[src/rtl/muldiv_sequencer.sv]
// -----------------------------------------------------------------------------
// muldiv_sequencer
//
// Purpose:
//   Sits between the main control FSM and the multiply/divide units plus the
//   HIGH/LOW registers. On a request it strobes the selected unit's start for
//   one cycle, waits for that unit's end flag, and then loads HIGH/LOW from
//   that unit. It reports one of three outcomes to control: done,
//   divide-by-zero, or timeout.
//
// Ports:
//   clk          system clock
//   reset        synchronous, active-high reset (aborts any operation)
//   req          start request, sampled only in IDLE
//   op           0 = mult, 1 = div, latched together with req
//   mult_end     end flag from the mult unit
//   div_end      end flag from the div unit
//   div_zero     divide-by-zero flag from the div unit
//   mult_start   one-cycle start strobe to the mult unit
//   div_start    one-cycle start strobe to the div unit
//   muxhigh      HIGH input mux select (0 mult, 1 div)
//   muxlow       LOW input mux select (0 mult, 1 div)
//   highwrite    HIGH register load enable
//   lowwrite     LOW register load enable
//   busy         high in every state except IDLE
//   done         one-cycle completion pulse, coincident with the writes
//   div_zero_exc one-cycle divide-by-zero exception pulse
//   timeout_exc  one-cycle timeout exception pulse
//   cycles       WAIT-cycle count of the last successful operation
// -----------------------------------------------------------------------------
module muldiv_sequencer #(
    parameter int TIMEOUT = 40,
    parameter int CNT_W   = 6
) (
    input  logic             clk,
    input  logic             reset,
    input  logic             req,
    input  logic             op,
    input  logic             mult_end,
    input  logic             div_end,
    input  logic             div_zero,
    output logic             mult_start,
    output logic             div_start,
    output logic             muxhigh,
    output logic             muxlow,
    output logic             highwrite,
    output logic             lowwrite,
    output logic             busy,
    output logic             done,
    output logic             div_zero_exc,
    output logic             timeout_exc,
    output logic [CNT_W-1:0] cycles
);

    localparam logic [CNT_W-1:0] TIMEOUT_C = CNT_W'(TIMEOUT);

    typedef enum logic [2:0] {
        S_IDLE,
        S_START,
        S_WAIT,
        S_WRITE,
        S_EXC
    } state_t;

    state_t           r_state, w_state_next;
    logic             r_op, w_op_next;
    logic [CNT_W-1:0] r_cnt, w_cnt_next;
    logic [CNT_W-1:0] r_cycles, w_cycles_next;
    // Remembers which exception EXC must report: 1 = divide-by-zero, 0 = timeout.
    logic             r_exc_zero, w_exc_zero_next;

    logic [CNT_W-1:0] w_cnt_inc;
    logic             w_end_sel;

    assign w_cnt_inc = r_cnt + 1'b1;
    // Only the end flag of the unit actually started is ever looked at.
    assign w_end_sel = r_op ? div_end : mult_end;
    assign cycles    = r_cycles;

    always_ff @(posedge clk) begin
        if (reset) begin
            r_state    <= S_IDLE;
            r_op       <= 1'b0;
            r_cnt      <= '0;
            r_cycles   <= '0;
            r_exc_zero <= 1'b0;
        end else begin
            r_state    <= w_state_next;
            r_op       <= w_op_next;
            r_cnt      <= w_cnt_next;
            r_cycles   <= w_cycles_next;
            r_exc_zero <= w_exc_zero_next;
        end
    end

    // Next-state logic plus output decode. Outputs depend only on registered
    // state and the latched op, never on req, so they are clean decodes.
    always_comb begin
        w_state_next    = r_state;
        w_op_next       = r_op;
        w_cnt_next      = r_cnt;
        w_cycles_next   = r_cycles;
        w_exc_zero_next = r_exc_zero;

        mult_start   = 1'b0;
        div_start    = 1'b0;
        muxhigh      = 1'b0;
        muxlow       = 1'b0;
        highwrite    = 1'b0;
        lowwrite     = 1'b0;
        busy         = 1'b0;
        done         = 1'b0;
        div_zero_exc = 1'b0;
        timeout_exc  = 1'b0;

        case (r_state)
            S_IDLE: begin
                if (req) begin
                    w_op_next    = op;
                    w_state_next = S_START;
                end
            end

            S_START: begin
                busy         = 1'b1;
                muxhigh      = r_op;
                muxlow       = r_op;
                mult_start   = ~r_op;
                div_start    = r_op;
                w_cnt_next   = '0;
                w_state_next = S_WAIT;
            end

            S_WAIT: begin
                busy       = 1'b1;
                muxhigh    = r_op;
                muxlow     = r_op;
                w_cnt_next = w_cnt_inc;
                // Divide-by-zero takes priority over a simultaneous div_end,
                // and a real end flag wins over a coincident timeout.
                if (r_op && div_zero) begin
                    w_exc_zero_next = 1'b1;
                    w_state_next    = S_EXC;
                end else if (w_end_sel) begin
                    w_cycles_next = w_cnt_inc;
                    w_state_next  = S_WRITE;
                end else if (w_cnt_inc == TIMEOUT_C) begin
                    w_exc_zero_next = 1'b0;
                    w_state_next    = S_EXC;
                end
            end

            S_WRITE: begin
                busy         = 1'b1;
                muxhigh      = r_op;
                muxlow       = r_op;
                highwrite    = 1'b1;
                lowwrite     = 1'b1;
                done         = 1'b1;
                w_state_next = S_IDLE;
            end

            S_EXC: begin
                busy         = 1'b1;
                div_zero_exc = r_exc_zero;
                timeout_exc  = ~r_exc_zero;
                w_state_next = S_IDLE;
            end

            default: begin
                w_state_next = S_IDLE;
            end
        endcase
    end

endmodule

[config.mk]
export PLATFORM = sky130hd
export DESIGN_NAME = muldiv_sequencer
export DESIGN_NICKNAME = d
export VERILOG_FILES = /design/src/rtl/muldiv_sequencer.sv
export SDC_FILE = /design/constraint.sdc
export NUM_CORES = 1
export LEC_CHECK = 0
export ABC_AREA = 1
export CAP_MARGIN = 20
export CORE_MARGIN = 10
export CORE_UTILIZATION = 47
export DETAILED_ROUTE_END_ITERATION = 8
export GPL_ROUTABILITY_DRIVEN = 0
export MAX_ROUTING_LAYER = met4
export PLACE_DENSITY = 0.78
export SETUP_SLACK_MARGIN = 0.15
export SYNTH_ARGS = -nofsm -noshare
export SYNTH_HDL_FRONTEND = slang
export SYNTH_SLANG_ARGS = --single-unit
[constraint.sdc]
create_clock -name clk -period 1.6 [get_ports clk]
set_input_delay 0.24 -clock clk [delete_from_list [all_inputs] [get_ports clk]]
set_output_delay 0.24 -clock clk [all_outputs]
set_load 0.02 [all_outputs]
==> impl_metrics.py, run 1 <==
metrics = {
    "worst_setup_path": {
        "critical_path_class": "reg2reg",
        "cpPeakStageDelay_ps": 380,
        "endpoint_kind": "flip-flop",
        "critical_path.top_delay_family": "simple AND/OR/NAND/NOR gates",
        "required_ps": 1820,
        "crit_buf_inv": 3,
        "reg2reg_to": "cycles[0]$_SDFFE_PP0P_",
        "cp_slowest_cell": "dfxtp_4",
        "cp_data_arrival_time_ps": 1670,
        "r2r_cells": 7,
        "cp_max_fo": 6,
        "regToRegStartpoint": "r_state[0]$_SDFFE_PP0P_",
        "worstSetupStartpointType": "flip-flop",
        "reg2reg_slack_ps": 150,
        "cp_cell_sequence": "nor3_4 -> inv_4 -> buf_6 -> nor3_4 -> buf_6 -> nor2_1 -> a211oi_2",
    },
    "sta": {
        "fmax_ghz": 0.688,
        "rsz0062_at_grt": "yes",
        "hold_viol_final": 0,
        "slew_viol_final": 0,
        "slew_headroom": 0.744,
        "worst_clock_skew_ps": 2.59,
        "worst_slew_pin_slew_ps": 382,
        "finalSetupViolCount": 0,
        "fin_crit_sh": 0.908,
        "min_period_ps": 1450,
    },
    "run_status": {
        "status": "complete, no violations",
    },
    "cells_and_area": {
        "n_antenna_cell": 0,
        "instances_no_fill": 186,
        "syn2layout_area_growth_pct": 43.2,
        "drive_gt1_frac": 0.354,
        "fin_nets": 170,
    },
    "drt": {
        "vias": 927,
        "wl_um": 2310,
        "vias_per_cell": 4.98,
        "avgRoutedWirePerCell_um": 12.4,
        "drc": 0,
        "first_pass_iters": 4,
        "ant_nets": 0,
        "drt_iter0_drc": 13,
    },
    "hold_path": {
        "whs_path_depth": 2,
        "hp-class": "reg2reg",
        "min_to": "r_exc_zero$_SDFFE_PP0P_",
        "holdCritStartpoint": "r_exc_zero$_SDFFE_PP0P_",
    },
    "synthesis": {
        "yosys-top-cells-area": "dfxtp_1 39%, nand2_1 13%, nor2_1 9.4%",
        "synthMostInstantiatedCell": "nand2_1",
        "synth-seq-cells": 17,
        "avgSynthCellArea_um2": 6.97,
        "yosys_warnings": 0,
        "synth_top_area_cell": "dfxtp_1",
        "seq_area_frac_synth": 0.387,
        "synth_ff_type": "dfxtp_1",
        "netlist_instances": 126,
        "synth_edf_count": 0,
        "ys_types": 24,
        "syn_area_um2": 878,
        "synth_top_area_frac": 0.387,
        "async_reset_ff_frac": 0,
        "syn-num-nets": 134,
        "synth_common_cells": "30 x nand2_1, 22 x nor2_1, 17 x dfxtp_1",
    },
    "grt": {
        "grt_max_degree": 11,
        "grt_pass1_wl_um": 3750,
        "antenna_found_initial": 0,
        "grt_usage": 0.114,
        "grt-ovfl-total": 0,
        "grt_pass1_vias": 860,
    },
    "floorplanning": {
        "die_width_um": 63.2,
        "initial_core_util": 0.503,
        "die_h_um": 63.2,
        "die_area_mm2": 0.00400,
        "placementRows": 15,
        "ios": 23,
        "core-area_mm2": 0.00175,
    },
    "power": {
        "swShare": 0.370,
        "seqPwrFrac": 0.407,
        "intPower_mw": 0.807,
        "power.density_mw_per_mm2": 1020,
        "p_switching_mw": 0.473,
        "p_total_mw": 1.28,
        "pwr-share-clk": 0.174,
        "static-leakage-power_nw": 0.579,
        "power.share.combinational": 0.418,
        "ir_drop_mv": 0.668,
    },
    "placed_design": {
        "dp_cells": 178,
        "dpl.hpwl_um": 1740,
        "portBuffers": 22,
    },
    "cts": {
        "clk_pin_slew_ps": 90,
        "cts_tree": "yes",
        "clock_latency_ps": 290,
        "htree_levels": 1,
        "clockBufferDepth": 2,
        "cts_sinks": 17,
        "cts-hold-fix-buffers": 0,
        "numCtsBuffers": 3,
        "cts-root-buf": "clkbuf_4",
    },
    "job": {
        "maxCapViolCount": 0,
    },
}
-- registers in the layout, summed over array words and instances (netlist names) --
register and count:
r_state 3, r_op 1, r_exc_zero 1, r_cnt 6
cycles 6
-- how the worst max path moves through the flow --
| stage | to | start | cells after the start | slack [ps] |
|---|---|---|---|---|
| after detailed placement | cycles[3]$_SDFFE_PP0P_ | div_end | 7 | -100 |
| after global placement | cycles[3]$_SDFFE_PP0P_ | div_end | 7 | -60 |
| after floorplan | r_exc_zero$_SDFFE_PP0P_ | r_cnt[0]$_SDFFE_PP0P_ | 10 | 170 |
| after global routing | r_state[0]$_SDFFE_PP0P_ | r_state[0]$_SDFFE_PP0P_ | 7 | 70 |
| final | cycles[0]$_SDFFE_PP0P_ | r_state[0]$_SDFFE_PP0P_ | 7 | 150 |
| after CTS | timeout_exc | r_state[0]$_SDFFE_PP0P_ | 4 | 110 |
-- what timing repair did --
action | CTS | global route
pin swaps | 2 | 10
setup buffers | 1 | 3
gates resized for setup | 58 | 22
setup endpoints to repair | 25 | 17
-- per-layer routing --
layer	share of wire	up-vias	GRT usage	routed length, um
li1	-	473	-	-
met2	0.52	32	0.208	1210
met4	0.023	0	0.0437	54
met1	0.42	415	0.117	960
met3	0.037	7	0.0212	85
met5	0	-	-	0
-- through the flow --
step	util	hold WS (ps)	area [um^2]	worst slack [ps]	setup TNS, ps
after floorplan	-	402	883	173	0
after global placement	0.672	465	1170	-58.1	-381
after detailed placement	0.672	479	1170	-100	-937
after CTS	0.680	494	1190	106	0
after global routing	0.720	536	1260	71.7	0
final	0.720	507	1260	147	0
-- power groups by stage --
stage               combinational (mW)  sequential (mW)  clock, mW
floorplan                        0.267            0.536          0
global placement                 0.490            0.511          0
CTS                              0.486            0.516      0.230
detailed placement               0.499            0.513          0
finish                           0.535            0.521      0.223
global route                     0.585            0.528      0.255
-- layout by cell type, fill, tap and decap left out, types with 2 or more instances in the layout --
master / netlist / final
buf_6: 1 / 5
nor3_2: 1 / 2
inv_1: 13 / 11
o21ai_2: 2 / 4
dlygate4sd2_1: 0 / 6
dfxtp_1: 17 / 10
a21oi_1: 8 / 8
nor2_1: 22 / 19
dfxtp_4: 0 / 2
clkbuf_4: 0 / 3
clkdlybuf4s50_1: 0 / 6
o21ai_0: 7 / 5
nor3_4: 2 / 2
dfxtp_2: 0 / 5
nand2_1: 30 / 27
nand3_1: 5 / 5
inv_2: 1 / 3
buf_4: 3 / 14
nand2_2: 0 / 3
buf_2: 0 / 5
nor2_2: 1 / 3
a31oi_1: 3 / 3
-- final cells by class --
class / instances / area [um^2]
Inverter: 15 / 58.8
Timing Repair Buffer: 36 / 299
Clock buffer: 3 / 22.5
Fill cell: 158 / 488
Sequential cell: 17 / 354
Tap cell: 25 / 31.3
Multi-Input combinational cell: 89 / 487
Clock inverter: 1 / 5.00
-- worst min-delay path: stages, from the launching register on --
cell and delay [ps]:
dfxtp_1 340, nand2_1 70, a21oi_1 50
-- cells by family after synthesis --
family	count (synthesis)	share of synthesized area
adders and majority gates	1	0.0142
buffers and inverters	20	0.110
AOI/OAI and AO/OA	21	0.141
and+or+nand+nor	67	0.348
DFF	17	0.387
Note: power is estimated with default switching activity, not from simulation.
==> run 2, diff against run 1 <==
--- a/config.mk
+++ b/config.mk
@@ -8,11 +8,11 @@
 export ABC_AREA = 1
 export CAP_MARGIN = 20
 export CORE_MARGIN = 10
-export CORE_UTILIZATION = 47
+export CORE_UTILIZATION = 42
 export DETAILED_ROUTE_END_ITERATION = 8
 export GPL_ROUTABILITY_DRIVEN = 0
 export MAX_ROUTING_LAYER = met4
-export PLACE_DENSITY = 0.78
+export PLACE_DENSITY = 0.73
 export SETUP_SLACK_MARGIN = 0.15
 export SYNTH_ARGS = -nofsm -noshare
 export SYNTH_HDL_FRONTEND = slang
==> constraint.sdc (replaced) <==
create_clock -name clk -period 1.3 [get_ports clk]
set_input_delay 0.195 -clock clk [delete_from_list [all_inputs] [get_ports clk]]
set_output_delay 0.195 -clock clk [all_outputs]
set_load 0.02 [all_outputs]
==> run 2 against run 1 <==
- the run now ends with setup timing left
- critical path depth increased by 1
- count of clock-buffer cells in the layout up 1
- fmax decreased by 0.49%
- power grew 45%
- via count increased by 8.7%
- sequential share of layout area decreased by 3.8 points
- critical endpoint is now cycles[5]$_SDFFE_PP0P_
- largest cell class unchanged
- highest routed layer unchanged
==> impl_metrics.py, run 2 (synthesized netlist as in run 1, its figures left out) <==
metrics = {
    "run_status": {
        "status": "finished, violations left",
        "violations": "setup timing",
    },
    "drt": {
        "vias_per_cell": 4.99,
        "avgRoutedWirePerCell_um": 13.6,
        "route.met2.wl_um": 1430,
        "first_pass_iters": 4,
        "drc": 0,
        "m1WireLength_um": 1070,
        "top_layer_used": "met4",
        "ant_nets": 0,
        "dr_wl_met3_um": 182,
        "vias": 1008,
        "drt_iter0_drc": 43,
        "wl_um": 2750,
    },
    "floorplanning": {
        "die_area_mm2": 0.00432,
        "core-area_mm2": 0.00198,
        "die_width_um": 65.7,
        "initial_core_util": 0.443,
        "ios": 23,
        "die_h_um": 65.7,
        "placementRows": 16,
    },
    "worst_setup_path": {
        "endpoint_kind": "flip-flop",
        "critical_path_class": "reg2reg",
        "cp_max_fo": 8,
        "crit_start": "r_state[0]$_SDFFE_PP0P_",
        "regToRegStartpoint": "r_state[0]$_SDFFE_PP0P_",
        "critical_path.top_delay_family": "buffers and inverters",
        "cp_cell_sequence": "buf_6 -> nor3_4 -> inv_4 -> buf_6 -> nor3_4 -> buf_12 -> o21ai_2 -> a31oi_1",
        "cp_data_arrival_time_ps": 1680,
        "worstSetupStartpointType": "flip-flop",
        "reg2reg_slack_ps": -160,
        "required_ps": 1520,
        "cp_slowest_cell": "dfxtp_4",
        "cpPeakStageDelay_ps": 380,
        "crit_buf_inv": 4,
    },
    "power": {
        "swShare": 0.372,
        "seqPwrFrac": 0.342,
        "power.density_mw_per_mm2": 1240,
        "p_switching_mw": 0.690,
        "power.share.combinational": 0.501,
        "pwr-share-clk": 0.156,
        "static-leakage-power_nw": 0.655,
        "intPower_mw": 1.17,
        "p_total_mw": 1.86,
        "ir_drop_mv": 0.784,
    },
    "grt": {
        "grt-ovfl-total": 0,
        "antenna_found_initial": 0,
        "grt_pass1_vias": 976,
        "grt_max_degree": 11,
        "grt_usage": 0.126,
        "grt_pass1_wl_um": 4250,
    },
    "sta": {
        "finalSetupViolCount": 22,
        "setup_ws_ps": -160,
        "hold_viol_final": 0,
        "fmax_ghz": 0.685,
        "worst_slew_pin_slew_ps": 245,
        "setup_tns_ps": -2230,
        "rsz0062_at_grt": "yes",
        "slew_headroom": 0.836,
        "whs_ps": 489,
        "fin_crit_sh": 1.12,
        "min_period_ps": 1460,
        "slew_viol_final": 0,
        "worst_clock_skew_ps": 1.57,
    },
    "cts": {
        "htree_levels": 1,
        "clockBufferDepth": 2,
        "clk_pin_slew_ps": 100,
        "cts-root-buf": "clkbuf_4",
        "cts_sinks": 17,
        "numCtsBuffers": 3,
        "clock_latency_ps": 290,
        "cts_tree": "yes",
    },
    "job": {
        "maxCapViolCount": 0,
    },
    "placed_design": {
        "dpl.hpwl_um": 1840,
        "portBuffers": 22,
        "placed_area_mm2": 0.00130,
        "place_ws_ps": -301,
    },
    "cells_and_area": {
        "layout_common_cells": "25 x buf_4, 24 x nand2_1, 15 x nor2_1, 11 x buf_6, 10 x dfxtp_1",
        "fin_nets": 184,
        "final_common_cell": "buf_4",
        "design_area_mm2": 0.00149,
        "drive_gt1_frac": 0.509,
        "syn2layout_area_growth_pct": 70.1,
        "nFillCells": 146,
        "n_antenna_cell": 0,
    },
    "hold_path": {
        "holdCritStartpoint": "r_exc_zero$_SDFFE_PP0P_",
        "hp-class": "reg2reg",
    },
}
-- run 2: layer usage --
| metal | GRT usage | vias up |
|---|---|---|
| li1 | - | 501 |
| met1 | 0.131 | 460 |
| met2 | 0.210 | 37 |
| met3 | 0.0441 | 10 |
| met4 | 0.0535 | 0 |
| met5 | - | - |
-- run 2: tightest hold or removal path, cell delays in order, from the launching register on --
cell and delay [ps]:
dfxtp_1 330, nand2_1 80, a21oi_2 40
-- run 2: power by group through the flow --
stage                     Clock (mW)  Sequential, mW  Combinational [mW]
after global placement             0           0.632               0.720
after detailed placement           0           0.634               0.729
after CTS                      0.293           0.623               0.822
after floorplan                    0           0.675               0.353
final                          0.290           0.636               0.931
after global routing           0.314           0.646                1.01
-- run 2: final timing paths --
path                                  end  cells after the start
hold reg to reg   r_exc_zero$_SDFFE_PP0P_                      2
setup / recovery   cycles[5]$_SDFFE_PP0P_                      8
setup reg to reg   cycles[5]$_SDFFE_PP0P_                      8
hold / removal    r_exc_zero$_SDFFE_PP0P_                      2
-- run 2: stage by stage --
stage,utilization,std cells
6_report,0.754,202
5_1_grt,0.754,202
4_1_cts,0.698,197
3_5_place_dp,0.655,188
3_3_place_gp,0.655,188
2_1_floorplan,-,126
-- run 2: what timing repair did --
item | 4_1_cts | 5_1_grt
buffers inserted | 5 | 5
hold endpoints to repair | 0 | 0
hold buffers | 0 | 0
gates cloned | 0 | 0
setup endpoints to repair | 31 | 32
gates resized for setup | 81 | 31
pin swaps | 4 | 12
-- run 2: final cells by class --
class	instances	area, um^2	share of cell area
multi-input cells	89	558	0.374
repair buffers	50	448	0.300
well taps	27	33.8	0.0226
inverters	15	63.8	0.0427
clock buffers	4	26.3	0.0176
flip-flops and latches	17	364	0.244
==> run 3, diff against run 2 <==
--- a/config.mk
+++ b/config.mk
@@ -7,13 +7,14 @@
 export LEC_CHECK = 0
 export ABC_AREA = 1
 export CAP_MARGIN = 20
-export CORE_MARGIN = 10
+export CORE_MARGIN = 4
 export CORE_UTILIZATION = 42
 export DETAILED_ROUTE_END_ITERATION = 8
 export GPL_ROUTABILITY_DRIVEN = 0
 export MAX_ROUTING_LAYER = met4
 export PLACE_DENSITY = 0.73
 export SETUP_SLACK_MARGIN = 0.15
+export SKIP_LAST_GASP = 1
 export SYNTH_ARGS = -nofsm -noshare
 export SYNTH_HDL_FRONTEND = slang
 export SYNTH_SLANG_ARGS = --single-unit
==> run 3 against run 2 <==
- via count fell by 2.6%
- register-to-register slack got worse by 90 ps
- global-route usage rose by 7.3 points
- sequential power rose by 1%
- clock skew rose by 3.6 ps
- sequential share of layout area fell by 0.50 points
- sequential cell count did not move
- the flow still finishes with violations (setup timing)
==> impl_metrics.py, run 3 (synthesized netlist as in run 1, its figures left out) <==
metrics = {
    "run_status": {
        "status": "finished, violations left",
        "violations": "setup timing",
    },
    "power": {
        "static-leakage-power_nw": 0.686,
        "power.density_mw_per_mm2": 1230,
        "ir_drop_mv": 0.819,
    },
    "sta": {
        "worst_slew_pin_slew_ps": 304,
        "setup_ws_ps": -249,
        "rsz0062_at_grt": "yes",
        "hold_viol_final": 0,
        "slew_viol_final": 0,
        "min_period_ps": 1550,
        "whs_ps": 483,
        "finalSetupViolCount": 26,
        "slew_headroom": 0.797,
        "fin_crit_sh": 1.19,
        "worst_clock_skew_ps": 5.20,
        "fmax_ghz": 0.646,
    },
    "worst_setup_path": {
        "worstSetupStartpointType": "flip-flop",
        "endpoint_kind": "flip-flop",
        "cpPeakStageDelay_ps": 400,
        "reg2reg_to": "cycles[5]$_SDFFE_PP0P_",
        "cp_slowest_cell": "dfxtp_4",
        "critical_path_class": "reg2reg",
        "reg2reg_slack_ps": -250,
        "regToRegStartpoint": "r_state[1]$_SDFFE_PP0P_",
        "required_ps": 1520,
        "crit_buf_inv": 4,
        "cp_data_arrival_time_ps": 1770,
        "r2r_cells": 8,
        "cp_cell_sequence": "inv_4 -> nor3_4 -> inv_4 -> buf_6 -> nor3_4 -> buf_12 -> o21ai_2 -> a31oi_1",
        "critical_path.top_delay_family": "simple AND/OR/NAND/NOR gates",
        "cp_max_fo": 7,
    },
    "cells_and_area": {
        "fin_nets": 184,
        "drive_gt1_frac": 0.549,
        "layout_common_cells": "21 x buf_4, 19 x nand2_1, 15 x nor2_1, 15 x buf_6, 9 x dfxtp_1",
        "instances_no_fill": 202,
        "n_antenna_cell": 0,
        "final_common_cell": "buf_4",
        "nFillCells": 136,
        "fin_util": 0.772,
        "syn2layout_area_growth_pct": 74.2,
    },
    "grt": {
        "grt_pass1_wl_um": 4010,
        "antenna_found_initial": 0,
        "grt_pass1_vias": 947,
        "top_usage_layer": "met2",
        "grtUsageMet1": 0.234,
        "use_met3": 0.0249,
        "grt-ovfl-total": 0,
        "grt_use_met2": 0.323,
        "grt_usage": 0.199,
        "grt_max_degree": 11,
    },
    "placed_design": {
        "dp_cells": 189,
        "portBuffers": 22,
        "dpl.hpwl_um": 1800,
    },
    "hold_path": {
        "whs_path_depth": 2,
        "hp-class": "reg2reg",
        "holdCritStartpoint": "r_exc_zero$_SDFFE_PP0P_",
        "min_to": "r_exc_zero$_SDFFE_PP0P_",
    },
    "floorplanning": {
        "die_h_um": 53.7,
        "core-area_mm2": 0.00198,
        "initial_core_util": 0.443,
        "die_width_um": 53.7,
        "die_area_mm2": 0.00289,
        "placementRows": 16,
        "ios": 23,
    },
    "drt": {
        "vias": 982,
        "avgRoutedWirePerCell_um": 13.3,
        "drc": 0,
        "vias_per_cell": 4.86,
        "first_pass_iters": 5,
        "drt_iter0_drc": 26,
        "ant_nets": 0,
        "wl_um": 2680,
    },
    "cts": {
        "cts_tree": "yes",
        "clk_pin_slew_ps": 100,
        "cts-hold-fix-buffers": 0,
        "clock_latency_ps": 300,
        "clockBufferDepth": 2,
        "numCtsBuffers": 3,
        "cts-root-buf": "clkbuf_4",
        "htree_levels": 1,
        "cts_sinks": 17,
    },
    "job": {
        "maxCapViolCount": 0,
    },
}
## run 3: cell count changes in the layout (fill, tap and decap cells not counted), moves of 3 or more
cell	delta
buf_4	-4
buf_6	+4
o21ai_0	-4
o21ai_1	+3
nand2_1	-5
nand2_4	+4
## run 3: tightest hold or removal path, delay by kind of cell (launching register included)
| kind | cells | cell delay [ps] |
|---|---|---|
| compound gates | 1 | 50 |
| simple gates | 1 | 60 |
| flops | 1 | 330 |
## run 3: cell type report
type	count	area [um^2]	share of cell area
clock buffer	4	26.3	0.0172
timing repair buffer	50	454	0.297
inverter	15	66.3	0.0433
tap	27	33.8	0.0221
multi-input combinational	89	584	0.382
sequential	17	365	0.239
## run 3: stage by stage
stage	area [um^2]	setup WS [ps]	TNS (ps)	power, mW
detailed placement	1310	-265	-4250	1.37
CTS	1430	-221	-2570	1.74
floorplan	935	9.79	0	1.03
global placement	1310	-221	-3410	1.35
finish	1530	-249	-2930	1.88
global route	1530	-299	-4650	1.98
## run 3: per-layer routing
layer / up-vias / part of all wire
li1: 503 / -
met1: 449 / 0.43
met2: 27 / 0.53
met3: 3 / 0.026
met4: 0 / 0.0097
met5: - / 0
## run 3: power by group
group / switching, mW / internal, mW / leakage [nW]
sequential: 0.0592 / 0.584 / 0.143
combinational: 0.492 / 0.459 / 0.528
clock: 0.169 / 0.120 / 0.0150
total: 0.720 / 1.16 / 0.686
## run 3: timing repair
item / in CTS / in global routing
pin swaps: 7 / 19
buffers inserted: 6 / 3
gates resized for setup: 83 / 47
setup endpoints to repair: 32 / 32
## run 3: how the worst max path moves through the flow
| stage | start | endpoint | slack (ps) | depth (start not counted) |
|---|---|---|---|---|
| global route | r_state[1]$_SDFFE_PP0P_ | cycles[5]$_SDFFE_PP0P_ | -300 | 8 |
| CTS | r_state[2]$_SDFFE_PP0P_ | mult_start | -220 | 6 |
| finish | r_state[1]$_SDFFE_PP0P_ | cycles[5]$_SDFFE_PP0P_ | -250 | 8 |
| floorplan | r_state[1]$_SDFFE_PP0P_ | cycles[4]$_SDFFE_PP0P_ | 10 | 7 |
| global placement | r_state[2]$_SDFFE_PP0P_ | mult_start | -220 | 6 |
| detailed placement | r_state[2]$_SDFFE_PP0P_ | mult_start | -260 | 6 |
